**src/rtl/mda_lcd_pkg.sv**
```systemverilog
// -----------------------------------------------------------------------------
// mda_lcd_pkg -- shared types and constants for the HD44780-style LCD writer.
//
// Contents:
//   lcd_state_e   : writer FSM state encoding (also driven on the debug port)
//   CNT_W         : width of the single shared down-counter
//   *_DEF         : default timing constants in clk cycles at 50 MHz
//   CMD_*         : instruction codes that need the long settle time
//   init_byte()   : 4-entry power-up init table (used when MDA_LCD_INIT_EN
//                   is defined in the build)
// -----------------------------------------------------------------------------
package mda_lcd_pkg;

  typedef enum logic [2:0] {
    ST_PWRUP = 3'd0,
    ST_INIT  = 3'd1,
    ST_IDLE  = 3'd2,
    ST_SETUP = 3'd3,
    ST_PULSE = 3'd4,
    ST_HOLD  = 3'd5,
    ST_WAIT  = 3'd6
  } lcd_state_e;

  localparam int CNT_W = 20;

  localparam int T_SETUP_DEF = 2;
  localparam int T_EN_DEF    = 12;
  localparam int T_HOLD_DEF  = 2;
  localparam int T_CMD_DEF   = 2000;    // 40 us
  localparam int T_SLOW_DEF  = 82000;   // 1.64 ms
  localparam int T_PWR_DEF   = 750000;  // 15 ms

  // Clear display and the two return-home encodings settle slowly.
  localparam logic [7:0] CMD_CLEAR    = 8'h01;
  localparam logic [7:0] CMD_HOME     = 8'h02;
  localparam logic [7:0] CMD_HOME_ALT = 8'h03;

  localparam int INIT_LEN = 4;

  function automatic logic is_slow_cmd(input logic rs, input logic [7:0] data);
    return !rs && ((data == CMD_CLEAR) || (data == CMD_HOME) || (data == CMD_HOME_ALT));
  endfunction

  // 8-bit bus, 2 lines; display on; clear; entry mode increment.
  function automatic logic [7:0] init_byte(input logic [1:0] idx);
    logic [7:0] b;
    case (idx)
      2'd0:    b = 8'h38;
      2'd1:    b = 8'h0C;
      2'd2:    b = 8'h01;
      default: b = 8'h06;
    endcase
    return b;
  endfunction

endpackage

```
**src/rtl/lcd_writer.sv**
```systemverilog
// -----------------------------------------------------------------------------
// lcd_writer -- writes single bytes to an HD44780-style character LCD.
//
// Optional feature: define MDA_LCD_INIT_EN to have the block send the init
// sequence 0x38, 0x0C, 0x01, 0x06 itself after the power-up wait. Without it
// the block goes straight to IDLE and software performs the init.
//
// Ports:
//   clk        : 50 MHz clock
//   reset_n    : asynchronous active-low reset
//   cmd_valid  : request to write one byte
//   cmd_rs     : 0 = instruction, 1 = character data
//   cmd_data   : byte to write
//   cmd_ready  : high only in IDLE; byte taken when cmd_valid & cmd_ready
//   init_done  : set on first entry to IDLE, cleared only by reset
//   LCD_EN     : enable strobe (registered)
//   LCD_RS     : register select (registered, held through the write)
//   LCD_RW     : constant 0, write-only
//   LCD_DATA   : data bus (registered, always driven)
//   dbg_state  : current FSM state, for observation only
//
// Handshake: cmd_valid/cmd_ready follow valid/ready semantics; a transfer
// happens on a rising clk edge where both are 1. Valid outside IDLE is
// ignored, so a requester holding valid loses nothing.
//
// Per byte: 1 accept cycle, T_SETUP, T_EN (LCD_EN=1), T_HOLD, then a settle
// wait of T_SLOW for clear/home instructions or T_CMD otherwise.
// -----------------------------------------------------------------------------
module lcd_writer
  import mda_lcd_pkg::*;
#(
  parameter int T_SETUP = T_SETUP_DEF,
  parameter int T_EN    = T_EN_DEF,
  parameter int T_HOLD  = T_HOLD_DEF,
  parameter int T_CMD   = T_CMD_DEF,
  parameter int T_SLOW  = T_SLOW_DEF,
  parameter int T_PWR   = T_PWR_DEF
) (
  input  logic       clk,
  input  logic       reset_n,
  input  logic       cmd_valid,
  input  logic       cmd_rs,
  input  logic [7:0] cmd_data,
  output logic       cmd_ready,
  output logic       init_done,
  output logic       LCD_EN,
  output logic       LCD_RS,
  output logic       LCD_RW,
  output logic [7:0] LCD_DATA,
  output lcd_state_e dbg_state
);

  lcd_state_e       state_q, state_d;
  logic [CNT_W-1:0] cnt_q, cnt_d;
  logic             rs_q, rs_d;
  logic [7:0]       data_q, data_d;
  logic             en_q, en_d;
  logic             ready_q, ready_d;
  logic             done_q, done_d;
  logic             slow_q, slow_d;
`ifdef MDA_LCD_INIT_EN
  logic [1:0]       idx_q, idx_d;
  logic             init_run_q, init_run_d;
`endif

  always_comb begin
    state_d = state_q;
    cnt_d   = cnt_q;
    rs_d    = rs_q;
    data_d  = data_q;
    en_d    = en_q;
    ready_d = ready_q;
    done_d  = done_q;
    slow_d  = slow_q;
`ifdef MDA_LCD_INIT_EN
    idx_d      = idx_q;
    init_run_d = init_run_q;
`endif
    case (state_q)
      ST_PWRUP: begin
        // The counter comes out of reset at T_PWR and counts remaining
        // cycles including the current one, so PWRUP lasts exactly T_PWR.
        if (cnt_q <= CNT_W'(1)) begin
          cnt_d = '0;
`ifdef MDA_LCD_INIT_EN
          state_d    = ST_INIT;
          idx_d      = 2'd0;
          init_run_d = 1'b1;
`else
          state_d = ST_IDLE;
          ready_d = 1'b1;
          done_d  = 1'b1;
`endif
        end else begin
          cnt_d = cnt_q - CNT_W'(1);
        end
      end
`ifdef MDA_LCD_INIT_EN
      // Plays the role of the accept cycle for each table entry.
      ST_INIT: begin
        rs_d    = 1'b0;
        data_d  = init_byte(idx_q);
        slow_d  = is_slow_cmd(1'b0, init_byte(idx_q));
        state_d = ST_SETUP;
        cnt_d   = CNT_W'(T_SETUP - 1);
      end
`endif
      ST_IDLE: begin
        if (cmd_valid && ready_q) begin
          rs_d    = cmd_rs;
          data_d  = cmd_data;
          slow_d  = is_slow_cmd(cmd_rs, cmd_data);
          ready_d = 1'b0;
          state_d = ST_SETUP;
          cnt_d   = CNT_W'(T_SETUP - 1);
        end
      end
      ST_SETUP: begin
        if (cnt_q == '0) begin
          state_d = ST_PULSE;
          cnt_d   = CNT_W'(T_EN - 1);
          en_d    = 1'b1;
        end else begin
          cnt_d = cnt_q - CNT_W'(1);
        end
      end
      ST_PULSE: begin
        if (cnt_q == '0) begin
          state_d = ST_HOLD;
          cnt_d   = CNT_W'(T_HOLD - 1);
          en_d    = 1'b0;
        end else begin
          cnt_d = cnt_q - CNT_W'(1);
        end
      end
      ST_HOLD: begin
        if (cnt_q == '0) begin
          state_d = ST_WAIT;
          cnt_d   = slow_q ? CNT_W'(T_SLOW - 1) : CNT_W'(T_CMD - 1);
        end else begin
          cnt_d = cnt_q - CNT_W'(1);
        end
      end
      ST_WAIT: begin
        if (cnt_q == '0) begin
`ifdef MDA_LCD_INIT_EN
          if (init_run_q && (idx_q != 2'(INIT_LEN - 1))) begin
            state_d = ST_INIT;
            idx_d   = idx_q + 2'd1;
          end else begin
            init_run_d = 1'b0;
            state_d    = ST_IDLE;
            ready_d    = 1'b1;
            done_d     = 1'b1;
          end
`else
          state_d = ST_IDLE;
          ready_d = 1'b1;
          done_d  = 1'b1;
`endif
        end else begin
          cnt_d = cnt_q - CNT_W'(1);
        end
      end
      default: begin
        state_d = ST_PWRUP;
        cnt_d   = CNT_W'(T_PWR);
        en_d    = 1'b0;
        ready_d = 1'b0;
      end
    endcase
  end

  always_ff @(posedge clk or negedge reset_n) begin
    if (!reset_n) begin
      state_q <= ST_PWRUP;
      cnt_q   <= CNT_W'(T_PWR);
      rs_q    <= 1'b0;
      data_q  <= 8'h00;
      en_q    <= 1'b0;
      ready_q <= 1'b0;
      done_q  <= 1'b0;
      slow_q  <= 1'b0;
`ifdef MDA_LCD_INIT_EN
      idx_q      <= 2'd0;
      init_run_q <= 1'b0;
`endif
    end else begin
      state_q <= state_d;
      cnt_q   <= cnt_d;
      rs_q    <= rs_d;
      data_q  <= data_d;
      en_q    <= en_d;
      ready_q <= ready_d;
      done_q  <= done_d;
      slow_q  <= slow_d;
`ifdef MDA_LCD_INIT_EN
      idx_q      <= idx_d;
      init_run_q <= init_run_d;
`endif
    end
  end

  assign cmd_ready = ready_q;
  assign init_done = done_q;
  assign LCD_EN    = en_q;
  assign LCD_RS    = rs_q;
  assign LCD_RW    = 1'b0;
  assign LCD_DATA  = data_q;
  assign dbg_state = state_q;

endmodule

```
**config.mk**
```make
export PLATFORM = sky130hd
export DESIGN_NAME = lcd_writer
export DESIGN_NICKNAME = d
export VERILOG_FILES = /design/src/rtl/mda_lcd_pkg.sv /design/src/rtl/lcd_writer.sv
export SDC_FILE = /design/constraint.sdc
export NUM_CORES = 1
export LEC_CHECK = 0
export ABC_AREA = 1
export BUFFER_PORTS_ARGS = -buffer_cell sky130_fd_sc_hd__buf_2
export CORE_MARGIN = 5
export CORE_UTILIZATION = 62
export DETAILED_ROUTE_END_ITERATION = 6
export GPL_ROUTABILITY_DRIVEN = 0
export HOLD_SLACK_MARGIN = 0.15
export PLACE_DENSITY = 0.84
export REMOVE_ABC_BUFFERS = 1
export SLEW_MARGIN = 25
export SYNTH_ARGS = -nofsm -noshare
export SYNTH_HDL_FRONTEND = slang
export SYNTH_SLANG_ARGS = --single-unit
```
**constraint.sdc**
```tcl
create_clock -name clk -period 3 [get_ports clk]
set_input_delay 0.3 -clock clk [delete_from_list [all_inputs] [get_ports clk]]
set_output_delay 0.3 -clock clk [all_outputs]
set_load 0.02 [all_outputs]
```
==> results of run 1 <==
-- sequential cells by signal, summed over array words and instances, names as in the netlist --
register and count:
dbg_state 3, slow_q 1, init_done 1, cmd_ready 1
LCD_DATA 8, cnt_q 20, LCD_EN 1, LCD_RS 1
-- layout by cell type, fill, tap and decap left out, types with 2 or more instances in the layout --
| cell type | count |
|---|---|
| o21ai_2 | 2 |
| clkbuf_8 | 5 |
| nor2_1 | 53 |
| inv_2 | 2 |
| a21oi_1 | 11 |
| dfrtp_1 | 26 |
| xor2_1 | 7 |
| buf_2 | 26 |
| nand4_1 | 4 |
| nor2_4 | 2 |
| o21ai_0 | 11 |
| nor2_2 | 2 |
| nand3b_1 | 2 |
| nand3_1 | 28 |
| nand2_1 | 110 |
| ha_1 | 3 |
| or2_2 | 2 |
| a22oi_1 | 4 |
| inv_1 | 37 |
| dfstp_2 | 10 |
| nor3_1 | 4 |
| xnor2_1 | 2 |
-- routing by layer --
metal	share of wire	vias to the layer above	GRT usage
met5	0	-	0
met4	0.011	0	0.08142
met3	0.047	6	0.05540
met2	0.47	44	0.3872
met1	0.47	1011	0.3007
li1	-	1124	-
-- area by class of cell --
type / count / area [µm²] / share of cell area
Timing Repair Buffer: 27 / 140.1 / 0.05403
Clock inverter: 3 / 42.54 / 0.01640
Multi-Input combinational cell: 257 / 1222 / 0.4713
Inverter: 39 / 146.4 / 0.05644
Sequential cell: 36 / 913.4 / 0.3521
Tap cell: 48 / 60.06 / 0.02315
Clock buffer: 5 / 68.82 / 0.02653
-- report_power, final --
part / total [W] / switching (W) / internal, W
logic: 0.0000195 / 0.0000133 / 0.00000620
registers: 0.000486 / 0 / 0.000486
clock network: 0.000429 / 0.000183 / 0.000246
total: 0.000934 / 0.000196 / 0.000738
-- repair_timing --
action,CTS,global route
buffers inserted,0,0
hold buffers,1,0
endpoints found under the hold margin,26,0
-- kinds of logic after synthesis --
logic type / count (synthesis)
compound gates: 33
xor+xnor: 9
fa+ha+maj: 3
flops: 36
simple gates: 211
other cells: 1
buf+inv: 43
-- synthesized netlist by cell type --
cell	instances
nand3b_1	2
nand4_1	4
xor2_1	7
o21ai_4	1
nor3_1	4
nor3_2	1
nand2_2	1
or2_2	2
buf_2	1
o21ai_2	2
nand3_1	28
nand3_4	1
o21ai_1	1
nor2_2	2
a32o_1	1
inv_2	2
buf_4	2
conb_1	1
nand2_1	110
a21boi_0	1
a21oi_1	11
nor4_1	1
inv_1	37
a22oi_1	4
nor2_1	53
xnor2_1	2
ha_1	3
dfstp_2	10
dfrtp_1	26
nor2_4	2
o21ai_0	11
a31oi_1	1
buf_6	1
-- metrics by stage --
| stage | std cells | power (W) | setup slack, ns | util | instance area (µm²) |
|---|---|---|---|---|---|
| 2_1_floorplan | 332 | 0.0004963 | 1.195 | - | 2282 |
| 4_1_cts | 415 | 0.0009440 | 0.8108 | 0.7138 | 2594 |
| 5_1_grt | 415 | 0.0009743 | 0.5822 | 0.7138 | 2594 |
| 3_3_place_gp | 406 | 0.0005134 | 0.9491 | 0.6804 | 2472 |
| 3_5_place_dp | 406 | 0.0005142 | 0.8465 | 0.6804 | 2472 |
| 6_report | 415 | 0.0009337 | 0.7987 | 0.7138 | 2594 |
-- worst max-delay path, stage by stage, from the launching register on --
cell and delay, ns:
dfrtp_1 0.39, inv_1 0.16, ha_1 0.20, inv_1 0.05, nor2_1 0.18, nand3_4 0.16
o21ai_4 0.40, inv_2 0.25, nand2_1 0.13, nor2_1 0.06, a21oi_1 0.14
-- final timing paths --
| path | end | slack (ns) | start | depth (start not counted) |
|---|---|---|---|---|
| worst max-delay path | cnt_q[7]$_DFFE_PN1P_ | 0.80 | cnt_q[0]$_DFFE_PN0P_ | 10 |
| worst min-delay path | LCD_DATA[3]$_DFFE_PN0P_ | 0.22 | cmd_data[3] | 3 |
| worst max register to register | cnt_q[7]$_DFFE_PN1P_ | 0.80 | cnt_q[0]$_DFFE_PN0P_ | 10 |
| worst min register to register | init_done$_DFFE_PN0P_ | 0.47 | init_done$_DFFE_PN0P_ | 2 |
| max in group asynchronous | cnt_q[0]$_DFFE_PN0P_ | 1.88 | reset_n | 2 |
| min in group asynchronous | init_done$_DFFE_PN0P_ | 0.63 | reset_n | 2 |
==> results.md, run 1 <==
- Status: finished clean
- 1st-pass router iterations: 4
- Slew margin rel.: 0.4822
- Initial antenna violation count: 0
- Tightest Pin Transition: 0.7767 ns
- Synth area leaders: dfrtp_1, nand2_1, dfstp_2
- Tcrit/Tclk final: 0.7338
- Vias in the first global route: 2,210
- Fin Clk Skew: 0.004812 ns
- Setup violations, final: 0
- Post-DP HPWL: 4111 µm
- # fillers: 331
- Syn Area/Cell: 6.885 µm²
- GR Util All Layers: 0.2343
- Synth Area in Compound Gates: 0.08761
- Critical Path Sink Type: register
- Largest family of logic cells by synthesized area: simple AND/OR/NAND/NOR gates
- DR iter-0 viols: 130
- WL final: 5425 µm
- Antenna diodes: 0
- Antenna Nets Post-Route: 0
- HP Class: in2reg
- Setup CP Type: reg2reg
- Mapped Cells: 336
- Peak VDD IR: 0.2496 mV
- TritonCTS clock tree: yes
- Worst-path clk slew: 0.08 ns
- Die Y: 71.09 µm
- Clk_lat worst skew: 0.29 ns
- Post-synth top area share: 0.2812
- WL/cell: 13.07 µm
- Num rows: 22
- Congestion Overflow GR: 0
- I/O pins: 28
- Clk root buf: clkbuf_8
- TritonCTS Buffers: 5
- Full die area: 5053 µm²
- Minimum clock period: 2.201 ns
- Top cell type by total area after synthesis: dfrtp_1
- Area Overhead vs Synth: 12.11%
- H-tree Lvls: 2
- Core region area: 3633 µm²
- Initial Util: 0.6367
- Die Wd: 71.09 µm
- Fraction of layout cells with a size suffix above 1: 0.1580
- Leakage dissipation: 1.470 nW
- Synth warn: 0
- CP arrival: 2.42 ns
- Adder-cell share of the synthesized area: 0.01622
- Clock sinks: 36
- Final-report max-slew violation count: 0
- # nets final: 381
- Post-CTS Resized: 0
- RSZ-0062 raised after global routing: no
- Hold Slack: 0.2226 ns
- Post-synthesis sequential area ratio: 0.3948
- Post-synthesis mux area share: 0
- Synth Area in Simple Gates: 0.3889
- Number of port buffers: 26
- Largest net degree at the start of global routing: 37
- Xor/xnor share of the synthesized area: 0.03407
- Flops & latches, synth: 36
- Max-cap viol count: 0
- Synth Cell Area: 2313 µm²
- Routed via count: 2,185
- Vias/cell: 5.265
- Distinct cells, synth: 33
- Final setup TNS: 0 ns
- Startpoint types: register
- Clk buf depth: 2
- Hold Vio Cnt, Final: 0
- Cell area power density: 360.0 nW/µm²
- First-pass GRT wire length: 9501 µm
- Fmax: 454.3 MHz
- Worst endpoint required time: 3.22 ns
- Worst-path fanout max: 16
- DRC viols: 0
No activity file was read; power rests on OpenSTA's default activity.
==> inputs of run 2 (changes only) <==
ABC_AREA = 0   (was 1)
CORE_UTILIZATION = 53   (was 62)
PLACE_DENSITY = 0.76   (was 0.84)
clock period = 2 ns   (was 3 ns; I/O delays follow)
==> run 2 against run 1 <==
  * Critical endpoint is now cnt_q[5]$_DFFE_PN1P_
  * Final cell count is 3.1% higher
  * Via count up 31%
  * Routed wire length grew 53%
  * Clock skew is 0.00071 ns lower
  * Largest power group unchanged
  * The flow now finishes with violations (negative setup slack)
  * Cell area rose by 31%
  * Sequential cell count unchanged
  * Sequential power rose by 50%
  * Register-to-register slack lost 0.99 ns
  * Hold slack lost 0.066 ns
  * Synthesized cell count decreased by 12%
  * Critical path type unchanged
  * Sequential share of layout area is 8.4 points lower
  * Synthesized area up 8.0%
==> results.md, run 2 <==
- Status: finished, violations left (was finished clean)
- Failing checks: negative setup slack
- Cell with the most instances after synthesis: nand2_1 (unchanged)
- TritonCTS clock tree: yes (unchanged)
- Leakage dissipation: 1.469 nW (was 1.470 nW)
- Post-synth EDFFs: 0 (unchanged)
- Peak VDD IR: 0.3463 mV (was 0.2496 mV)
- Post-DP HPWL: 5361 µm (was 4111 µm)
- FF-to-FF path depth: 8 (was 10)
- Tightest Pin Transition: 0.7949 ns (was 0.7767 ns)
- First-pass GRT wire length: 12,560 µm (was 9501 µm)
- Synth Cell Area: 2497 µm² (was 2313 µm²)
- Reg2reg start: cnt_q[3]$_DFFE_PN0P_ (was cnt_q[0]$_DFFE_PN0P_)
- Reg with most FFs: cnt_q (unchanged)
- Max-cap viol count: 0 (unchanged)
- Place WS: -0.08998 ns (was 0.8465 ns)
- Syn Area/Cell: 8.437 µm² (was 6.885 µm²)
- # nets final: 388 (was 381)
- Full die area: 6185 µm² (was 5053 µm²)
- H-tree Lvls: 2 (unchanged)
- Final-report max-slew violation count: 0 (unchanged)
- Ys async rst share: 1.000 (unchanged)
- Die Wd: 78.65 µm (was 71.09 µm)
- Fin Clk Skew: 0.004105 ns (was 0.004812 ns)
- Critical Path Sink Type: register (unchanged)
- Commonest non-fill, non-tap cell in the layout: buf_4 (was nand2_1)
- I/O pins: 28 (unchanged)
- Pwr Total: 0.001269 W (was 0.0009337 W)
- TritonCTS Buffers: 5 (unchanged)
- Hold Vio Cnt, Final: 0 (unchanged)
- Top cell type by total area after synthesis: dfrtp_1 (unchanged)
- Reg-to-Reg End: cnt_q[5]$_DFFE_PN1P_ (was cnt_q[7]$_DFFE_PN1P_)
- Clk root buf: clkbuf_8 (unchanged)
- Number of port buffers: 26 (unchanged)
- Num rows: 25 (was 22)
- Setup violations, final: 14 (was 0)
- Mapped Cells: 296 (was 336)
- Final Util: 0.7305 (was 0.7138)
- Cell area power density: 372.6 nW/µm² (was 360.0 nW/µm²)
- Vias/cell: 6.689 (was 5.265)
- Worst-path fanout max: 6 (was 16)
- GR Util All Layers: 0.2586 (was 0.2343)
- Worst-path clk slew: 0.07 ns (was 0.08 ns)
- HP Class: in2reg (unchanged)
- RSZ-0062 raised after global routing: yes (was no)
- Worst Setup EP: cnt_q[5]$_DFFE_PN1P_ (was cnt_q[7]$_DFFE_PN1P_)
- Synth warn: 0 (unchanged)
- Post-synth top area share: 0.2605 (was 0.2812)
- Antenna diodes: 0 (unchanged)
- Setup CP Type: reg2reg (unchanged)
- Clk_lat worst skew: 0.29 ns (about the same)
- Clk buf depth: 2 (unchanged)
- Post-synthesis sequential area ratio: 0.3657 (was 0.3948)
- Tcrit/Tclk final: 1.094 (was 0.7338)
- DRC viols: 0 (unchanged)
- # fillers: 333 (was 331)
- R2r setup slk: -0.19 ns (was 0.80 ns)
- CP arrival: 2.39 ns (was 2.42 ns)
- Synth Flop Type: dfrtp_1 (unchanged)
- Slew margin rel.: 0.4701 (was 0.4822)
- Initial antenna violation count: 0 (unchanged)
- Die Y: 78.65 µm (was 71.09 µm)
- Clock sinks: 36 (unchanged)
- Startpoint types: register (unchanged)
- Synth top cells by count: nand2_1, o21ai_0, dfrtp_1 (was nand2_1, nor2_1, inv_1)
- Synth area leaders: dfrtp_1, dfstp_2, o21ai_0 (was dfrtp_1, nand2_1, dfstp_2)
- 1st-pass router iterations: 5 (was 4)
- Largest net degree at the start of global routing: 37 (unchanged)
- Fmax: 457.0 MHz (was 454.3 MHz)
- Initial Util: 0.5358 (was 0.6367)
- Vias in the first global route: 2,636 (was 2,210)
- WL/cell: 19.40 µm (was 13.07 µm)
- Final setup TNS: -1.076 ns (was 0 ns)
- Worst Setup SP: cnt_q[3]$_DFFE_PN0P_ (was cnt_q[0]$_DFFE_PN0P_)
- Worst endpoint required time: 2.20 ns (was 3.22 ns)
- Fraction of layout cells with a size suffix above 1: 0.4037 (was 0.1580)
- Most frequent cells in the layout: buf_4, nand2_1, dfrtp_1, buf_2, o21ai_0 (was nand2_1, nor2_1, inv_1, nand3_1)
- Final worst slack: -0.1881 ns (was 0.7987 ns)
- Flops & latches, synth: 36 (unchanged)
- Distinct cells, synth: 61 (was 33)
- Antenna Nets Post-Route: 0 (unchanged)
- Minimum clock period: 2.188 ns (was 2.201 ns)
- Area Overhead vs Synth: 36.32% (was 12.11%)
- Core region area: 4661 µm² (was 3633 µm²)
- Congestion Overflow GR: 0 (unchanged)
- DR iter-0 viols: 385 (was 130)
- Routed via count: 2,863 (was 2,185)
- WL final: 8304 µm (was 5425 µm)
- Max FFs per register: 20 (unchanged)
-- run 2: cell count changes after synthesis, moves of 6 or more --
cell | previous run | this run
nand2_1 | 110 | 34
nor2_1 | 53 | 13
inv_1 | 37 | 5
o21ai_0 | 11 | 32
nand3_1 | 28 | 11
clkbuf_1 | 0 | 14
o211ai_1 | 0 | 10
mux2_2 | 0 | 9
nor3_1 | 4 | 13
nor4_1 | 1 | 10
a21oi_1 | 11 | 18
xor2_1 | 7 | 0
o22ai_1 | 0 | 6
-- run 2: worst min-delay path by stage --
stage,start,endpoint,slack [ns],cells past startpoint
floorplan,reset_n,LCD_DATA[0]$_DFFE_PN0P_,-0.1,0
global placement,reset_n,LCD_DATA[2]$_DFFE_PN0P_,0.33,1
detailed placement,reset_n,LCD_DATA[5]$_DFFE_PN0P_,0.33,1
CTS,cmd_data[1],LCD_DATA[1]$_DFFE_PN0P_,0.15,2
global route,cmd_data[3],LCD_DATA[3]$_DFFE_PN0P_,0.15,2
finish,cmd_data[5],LCD_DATA[5]$_DFFE_PN0P_,0.16,2
-- run 2: cells by family after synthesis --
family                   count (synthesis)  synth area share
buffers and inverters                   27           0.04759
other                                    1          0.001502
AO/OA/AOI/OAI                          105            0.2685
AND/OR/NAND/NOR                        114            0.2575
adder cells (fa/ha/maj)                  3           0.01503
flip-flops                              36            0.3657
XOR/XNOR                                 1          0.003508
multiplexers                             9           0.04058
-- run 2: critical path, cell delays in order (launching register included) --
cell and delay, ns:
dfrtp_1 0.41, nor4_4 0.31, buf_4 0.17, nand4_4 0.18, buf_8 0.21, o21ai_1 0.22, a21boi_1 0.13, a311oi_2 0.31
o221ai_1 0.15
-- run 2: through the flow --
step	instances	hold WS, ns	instance area, µm²
finish	428	0.1570	3405
global placement	403	0.3290	3004
floorplan	274	-0.09559	2397
CTS	414	0.1521	3141
global route	428	0.1539	3405
detailed placement	403	0.3333	3004
-- run 2: repair_timing --
| action | 4_1_cts | 5_1_grt |
|---|---|---|
| cloned | 0 | 1 |
| hold buffers | 1 | 0 |
| endpoints found under the setup margin | 12 | 21 |
| gates resized for setup | 7 | 44 |
| pin swaps | 3 | 22 |
| buffers inserted | 2 | 13 |
| endpoints found under the hold margin | 26 | 0 |
-- run 2: layer usage --
layer,GRT usage,up-vias,routed length [µm]
li1,-,1276,-
met1,0.3287,1327,3207
met2,0.4168,200,3954
met3,0.06307,60,728
met4,0.1119,0,414
met5,0,-,0
-- run 2: layout make-up --
type	count	area, µm²	share of cell area
clock buffers	7	76.32	0.02242
clock inverters	1	5.005	0.001470
inverters	5	18.77	0.005513
multi-input cells	233	1610	0.4730
flip-flops and latches	36	913.4	0.2683
well taps	54	67.56	0.01985
repair buffers	92	713.2	0.2095
-- run 2: power by group --
| part | internal (W) | leakage (nW) | switching, W |
|---|---|---|---|
| combinational | 0.00000961 | 0.954 | 0.0000218 |
| sequential | 0.000729 | 0.473 | 0 |
| clock | 0.000245 | 0.0422 | 0.000264 |
| total | 0.000983 | 1.47 | 0.000286 |
